### src/rtl/mux_nx1_rr.sv
// ---------------------------------------------------------------------------
// mux_nx1_rr -- N-to-1 valid/ready multiplexer with a one-entry registered
// output stage. Source selection is either manual (S) or round-robin.
//
// Parameters
//   N  : number of input channels (2..16)
//   W  : data width per channel (>= 1)
//   SW : select/index width, clog2(N), at least 1 (derived)
//
// Ports
//   clk      : clock, rising edge
//   rst_n    : asynchronous active-low reset
//   I        : packed channel data, channel k at I[k*W +: W]
//   I_valid  : per-channel valid
//   I_ready  : per-channel ready, one-hot at the granted channel or zero
//   S        : manual select (MODE = 0)
//   MODE     : 0 = manual select, 1 = round-robin
//   Y        : registered output data
//   Y_valid  : Y holds data
//   Y_ready  : downstream ready
//   Y_sel    : channel index that produced Y
//   P        : XOR-reduction of Y, registered with Y
//              (only with MUX_NX1_RR_PARITY_EN defined)
//
// Build option
//   MUX_NX1_RR_PARITY_EN : adds the parity output P. Undefined by default.
// ---------------------------------------------------------------------------

// Per-channel request qualification.
//   man_hit_o : channel is valid and is the manually selected one
//   hi_req_o  : channel is valid and sits at or above the round-robin pointer
module mux_nx1_rr_lane #(
  parameter int SW = 2,
  parameter int K  = 0
) (
  input  logic          vld_i,
  input  logic [SW-1:0] sel_i,
  input  logic [SW-1:0] ptr_i,
  output logic          man_hit_o,
  output logic          hi_req_o
);
  assign man_hit_o = vld_i && (32'(sel_i) == K);
  assign hi_req_o  = vld_i && (32'(ptr_i) <= K);
endmodule

module mux_nx1_rr #(
  parameter  int N  = 4,
  parameter  int W  = 8,
  localparam int SW = ($clog2(N) < 1) ? 1 : $clog2(N)
) (
  input  logic             clk,
  input  logic             rst_n,
  input  logic [N*W-1:0]   I,
  input  logic [N-1:0]     I_valid,
  output logic [N-1:0]     I_ready,
  input  logic [SW-1:0]    S,
  input  logic             MODE,
  output logic [W-1:0]     Y,
  output logic             Y_valid,
  input  logic             Y_ready,
  output logic [SW-1:0]    Y_sel
`ifdef MUX_NX1_RR_PARITY_EN
  ,
  output logic             P
`endif
);

  typedef enum logic {EMPTY = 1'b0, FULL = 1'b1} state_e;

  state_e              state_q, state_d;
  logic [W-1:0]        y_q, y_d;
  logic [SW-1:0]       sel_q, sel_d;
  logic [SW-1:0]       ptr_q, ptr_d;

  logic [N-1:0][W-1:0] ch;
  logic [N-1:0]        man_hit;
  logic [N-1:0]        hi_req;

  logic                load_en;
  logic                man_ok, rr_ok, grant_ok;
  logic [SW-1:0]       rr_idx, grant;
  logic                xfer;

  assign ch = I;

  // ---- per-channel qualification ------------------------------------------
  for (genvar k = 0; k < N; k++) begin : g_lane
    mux_nx1_rr_lane #(.SW(SW), .K(k)) u_lane (
      .vld_i     (I_valid[k]),
      .sel_i     (S),
      .ptr_i     (ptr_q),
      .man_hit_o (man_hit[k]),
      .hi_req_o  (hi_req[k])
    );
  end

  // ---- grant ---------------------------------------------------------------
  // Round-robin is a two-pass priority search: lowest valid channel at or
  // above ptr wins; if none, the lowest valid channel overall (the wrap).
  // Descending loops leave the lowest matching index as the last write.
  always_comb begin
    rr_ok  = 1'b0;
    rr_idx = '0;
    for (int k = N-1; k >= 0; k--) begin
      if (I_valid[k]) begin
        rr_ok  = 1'b1;
        rr_idx = SW'(k);
      end
    end
    for (int k = N-1; k >= 0; k--) begin
      if (hi_req[k]) rr_idx = SW'(k);
    end
  end

  // Out-of-range S (possible when N is not a power of two) never grants.
  assign man_ok   = (32'(S) < N) && (|man_hit);
  assign grant_ok = MODE ? rr_ok  : man_ok;
  assign grant    = MODE ? rr_idx : S;

  // ---- output-stage FSM: state register ------------------------------------
  always_ff @(posedge clk or negedge rst_n) begin
    if (!rst_n) state_q <= EMPTY;
    else        state_q <= state_d;
  end

  // ---- output-stage FSM: next state ----------------------------------------
  // Whenever the stage may load, it becomes FULL on a grant and EMPTY
  // otherwise; a stalled FULL stage keeps its state.
  always_comb begin
    state_d = state_q;
    if (load_en) state_d = grant_ok ? FULL : EMPTY;
  end

  // ---- output-stage FSM: outputs -------------------------------------------
  // I_ready is held low during reset; without the gate, load_en would be
  // high there (Y_valid = 0) and a grant could show through.
  always_comb begin
    Y_valid = (state_q == FULL);
    load_en = !Y_valid || Y_ready;
    xfer    = rst_n && load_en && grant_ok;
    I_ready = '0;
    for (int k = 0; k < N; k++) begin
      if (xfer && (grant == SW'(k))) I_ready[k] = 1'b1;
    end
  end

  // ---- data path and round-robin pointer -----------------------------------
  // Y and Y_sel only change on a transfer; the pointer only advances on a
  // round-robin transfer, so manual traffic and idle cycles leave it alone.
  always_comb begin
    y_d   = y_q;
    sel_d = sel_q;
    ptr_d = ptr_q;
    if (xfer) begin
      y_d   = ch[grant];
      sel_d = grant;
      if (MODE) ptr_d = (grant == SW'(N-1)) ? '0 : grant + SW'(1);
    end
  end

  always_ff @(posedge clk or negedge rst_n) begin
    if (!rst_n) begin
      y_q   <= '0;
      sel_q <= '0;
      ptr_q <= '0;
    end else begin
      y_q   <= y_d;
      sel_q <= sel_d;
      ptr_q <= ptr_d;
    end
  end

  assign Y     = y_q;
  assign Y_sel = sel_q;

`ifdef MUX_NX1_RR_PARITY_EN
  logic p_q;

  always_ff @(posedge clk or negedge rst_n) begin
    if (!rst_n)    p_q <= 1'b0;
    else if (xfer) p_q <= ^ch[grant];
  end

  assign P = p_q;
`endif

endmodule

### config.mk
export PLATFORM = sky130hd
export DESIGN_NAME = mux_nx1_rr
export DESIGN_NICKNAME = d
export VERILOG_FILES = /design/src/rtl/mux_nx1_rr.sv
export SDC_FILE = /design/constraint.sdc
export NUM_CORES = 1
export LEC_CHECK = 0
export ABC_AREA = 1
export BUFFER_PORTS_ARGS = -buffer_cell sky130_fd_sc_hd__buf_2
export CORE_MARGIN = 3
export CORE_UTILIZATION = 41
export DETAILED_ROUTE_END_ITERATION = 10
export PLACE_DENSITY = 0.76
export SETUP_SLACK_MARGIN = 0.02
export SLEW_MARGIN = 25
export SYNTH_ARGS = -nofsm -noshare
export SYNTH_HDL_FRONTEND = slang
export SYNTH_SLANG_ARGS = --single-unit
export TNS_END_PERCENT = 10
### constraint.sdc
create_clock -name clk -period 1.6 [get_ports clk]
set_clock_uncertainty 0.2 [all_clocks]
set_input_delay 0.16 -clock clk [delete_from_list [all_inputs] [get_ports clk]]
set_output_delay 0.16 -clock clk [all_outputs]
set_load 0.02 [all_outputs]
==> out/qor.txt <==
WORST SETUP PATH
--------------------------------------------------------------------------------------
CP Launch Type ..........................................................         flop
Classification of the worst setup path ..................................      reg2out
Element type at the critical path end ...................................  output port
Maximum fanout encountered on the critical timing path ..................            4
Worst endpoint required time ............................................      1.24 ns
Data arrival time of the critical path ..................................      1.69 ns

FINISH
--------------------------------------------------------------------------------------
Most frequent standard cell in the layout excluding fill and tap cells .. sky130_fd_sc_hd__nand2_1
FF/Latch Area ...........................................................    325 sq um
Fill cell total of the finished layout ..................................          202
Number of inserted diodes ...............................................            0
Number of standard cells in the final layout excluding fillers ..........          312
Fraction of layout instances using a drive strength above 1 .............        47.2%
Area of all placed cells without fillers ................................   1910 sq um
Net count reported at finish ............................................          329
Area of combinational cells with multiple inputs ........................    744 sq um
Most frequent cells in the layout ....................................... sky130_fd_sc_hd__nand2_1, sky130_fd_sc_hd__buf_2, sky130_fd_sc_hd__inv_1, sky130_fd_sc_hd__nand3_1, sky130_fd_sc_hd__buf_4
Area growth, synth to finish ............................................        70.3%

FLOORPLAN
--------------------------------------------------------------------------------------
Number of I/O pins ......................................................           57
Total number of placement rows ..........................................           18
Standard cell core area .................................................   2540 sq um
Total die area ..........................................................   3400 sq um
Effective utilization at floorplan ......................................        44.1%
Die Span Y ..............................................................      58.4 um
Overall die width .......................................................      58.4 um

LOGIC SYNTHESIS
--------------------------------------------------------------------------------------
Leading area contributor after synthesis ................................ sky130_fd_sc_hd__dfrtp_1
Cells after Synth .......................................................          192
Library cells used by synthesis .........................................           19
Top area cells in the synthesized netlist ............................... sky130_fd_sc_hd__dfrtp_1, sky130_fd_sc_hd__nand2_1, sky130_fd_sc_hd__nand3_1
Top cell type's share of synthesized area ...............................        29.0%
Count of synthesis-stage warnings from yosys ............................            0
Combined area of all synthesized cells ..................................   1120 sq um
Sequential-to-total area share from yosys stat ..........................        29.0%
Synthesized net count ...................................................          238
Average cell area after synthesis .......................................   5.85 sq um
Flip-flop and latch count after synthesis ...............................           13

TIMING
--------------------------------------------------------------------------------------
Setup repair after global routing missed its margin .....................          yes
Max-slew headroom .......................................................        83.2%
Setup Viol. Count Final .................................................           14
Maximum clock frequency .................................................      488 MHz
Slew Limit Fails ........................................................            0
Worst hold-check slack ..................................................    0.0163 ns
Measured slew at the worst slew-check pin ...............................     0.251 ns
Time the worst path needs with I/O delays and setup .....................      2.05 ns
Post-route fraction of the period consumed by the critical path .........         128%
Setup ws final ..........................................................    -0.451 ns
Hold violation count in the final report ................................            0

PLACED DESIGN
--------------------------------------------------------------------------------------
Placement Setup Slack ...................................................    -0.123 ns
Buffers on Ports ........................................................           56
Placed cell area ........................................................   1600 sq um
Placed Cells ............................................................          290
Weighted congestion reported at the end of routability-driven placement .        0.812
Post-DP HPWL ............................................................      2540 um

CLOCK NETWORK
--------------------------------------------------------------------------------------
Clock latency at the later pin of the worst-skew pair ...................      0.28 ns
Clk pin slew, worst setup/hold paths ....................................      0.09 ns
Number of levels in the clock H-tree ....................................            1
Worst-case clock buffer depth ...........................................            2
Clock tree from TritonCTS ...............................................          yes
Clock tree root driver cell ............................................. sky130_fd_sc_hd__clkbuf_4
Number of clock buffers inserted by TritonCTS ...........................            3
Number of clock sinks ...................................................           13

STATUS
--------------------------------------------------------------------------------------
Outcome ................................................................. finished with violations
Violations in the final reports ......................................... setup timing

ROUTING
--------------------------------------------------------------------------------------
DRC viols ...............................................................            0
Antenna Nets Post-Route .................................................            0
Initial drt markers .....................................................           51
Via-to-Cell Ratio .......................................................         4.85
First-pass DRT Iterations ...............................................            4
Total via count after detailed routing ..................................         1513
Mean routed wirelength per cell .........................................      12.2 um
Aggregate routed wire length ............................................      3810 um

POWER AND IR DROP
--------------------------------------------------------------------------------------
Power Dens Cells ........................................................  904 nW/um^2
Standby leakage power ...................................................   0.00115 uW
Worst IR Drop VDD .......................................................   0.000594 V

GLOBAL ROUTE
--------------------------------------------------------------------------------------
Total congestion overflow ...............................................            0
Global-route wire length before repair ..................................      5830 um
GRT Overall Usage .......................................................        22.2%
Via count of the first global-routing pass ..............................         1329
Number of antenna violations at the first check in global routing .......            0
Pin count of the biggest net entering global routing ....................           14

MIN PATH
--------------------------------------------------------------------------------------
Class of the tightest hold or removal check .............................       in2reg

JOB
--------------------------------------------------------------------------------------
Max-cap violation count .................................................            0

worst max-delay path: stages (launching register included):
cell and delay (ns):
sky130_fd_sc_hd__dfrtp_1 0.41, sky130_fd_sc_hd__inv_2 0.06, sky130_fd_sc_hd__nand2_2 0.10, sky130_fd_sc_hd__nand2_2 0.07, sky130_fd_sc_hd__nor2_4 0.12, sky130_fd_sc_hd__nand2_2 0.08, sky130_fd_sc_hd__o21ai_4 0.11, sky130_fd_sc_hd__ha_2 0.23
sky130_fd_sc_hd__inv_2 0.05, sky130_fd_sc_hd__nor2_4 0.07, sky130_fd_sc_hd__buf_6 0.11
sequential cells by signal, summed over array words and instances (netlist names):
signal and cells:
Y 8, Y_sel 2, ptr_q 2, Y_valid 1
power by group:
part | switching, uW | internal [uW]
Combinational | 554 | 484
Sequential | 60.1 | 418
Clock | 118 | 96.6
cells in the mapped netlist:
cell type,count
sky130_fd_sc_hd__a21oi_1,2
sky130_fd_sc_hd__a21oi_2,1
sky130_fd_sc_hd__buf_2,3
sky130_fd_sc_hd__buf_4,1
sky130_fd_sc_hd__buf_6,1
sky130_fd_sc_hd__dfrtp_1,13
sky130_fd_sc_hd__ha_1,4
sky130_fd_sc_hd__inv_1,41
sky130_fd_sc_hd__inv_2,3
sky130_fd_sc_hd__nand2_1,62
sky130_fd_sc_hd__nand2_2,3
sky130_fd_sc_hd__nand3_1,34
sky130_fd_sc_hd__nor2_1,17
sky130_fd_sc_hd__o211ai_1,1
sky130_fd_sc_hd__o21ai_0,1
sky130_fd_sc_hd__o21ai_1,1
sky130_fd_sc_hd__o21ai_2,1
sky130_fd_sc_hd__or2_0,1
sky130_fd_sc_hd__or2_2,2
layer usage:
| layer | vias up | global-route usage [%] | share of wire (%) |
|---|---|---|---|
| met5 | - | 0 | 0 |
| met4 | 0 | 7.28 | 2.1 |
| met3 | 8 | 1.54 | 7.7 |
| met2 | 72 | 39.6 | 49 |
| met1 | 679 | 28.3 | 41 |
| li1 | 754 | - | - |
kinds of logic after synthesis:
logic type,after synthesis,share of synthesized area (%)
flip-flops,13,29.0
AO/OA/AOI/OAI,7,4.01
AND/OR/NAND/NOR,119,44.9
buffers and inverters,49,17.7
adder cells (fa/ha/maj),4,4.45
area by class of cell:
class / count / share of cell area, %
Multi-Input combinational cell: 130 / 38.9
Timing Repair Buffer: 91 / 32.0
Sequential cell: 13 / 17.0
Inverter: 44 / 8.76
Tap cell: 30 / 1.96
Clock buffer: 4 / 1.37
repair_timing:
item	4_1_cts	5_1_grt
hold endpoints to repair	14	0
setup buffers	13	3
hold buffers	2	0
pin swaps	12	8
endpoints found under the setup margin	14	16
gates resized for setup	33	9
worst paths after layout:
| kind | end | startpoint | slack [ns] | cells past startpoint |
|---|---|---|---|---|
| setup reg to reg | ptr_q[1] | ptr_q[1] | -0.35 | 11 |
| setup / recovery | I_ready[3] | ptr_q[1] | -0.45 | 10 |
| min in group asynchronous | Y_sel[0] | rst_n | 0.20 | 3 |
| hold / removal | Y[1] | I[9] | 0.02 | 5 |
| max in group asynchronous | Y[3] | rst_n | 0.82 | 3 |
| hold reg to reg | Y[6] | Y[6] | 0.29 | 2 |
metrics by stage:
stage	power [uW]	utilization, %	setup TNS, ns
4_1_cts	1650	72.8	-2.19
3_3_place_gp	1200	62.9	-0.443
6_report	1730	75.2	-3.47
2_1_floorplan	943	-	-0.0963
3_5_place_dp	1230	62.9	-0.687
5_1_grt	1850	75.2	-4.69
No activity file was read; power rests on OpenSTA's default activity.
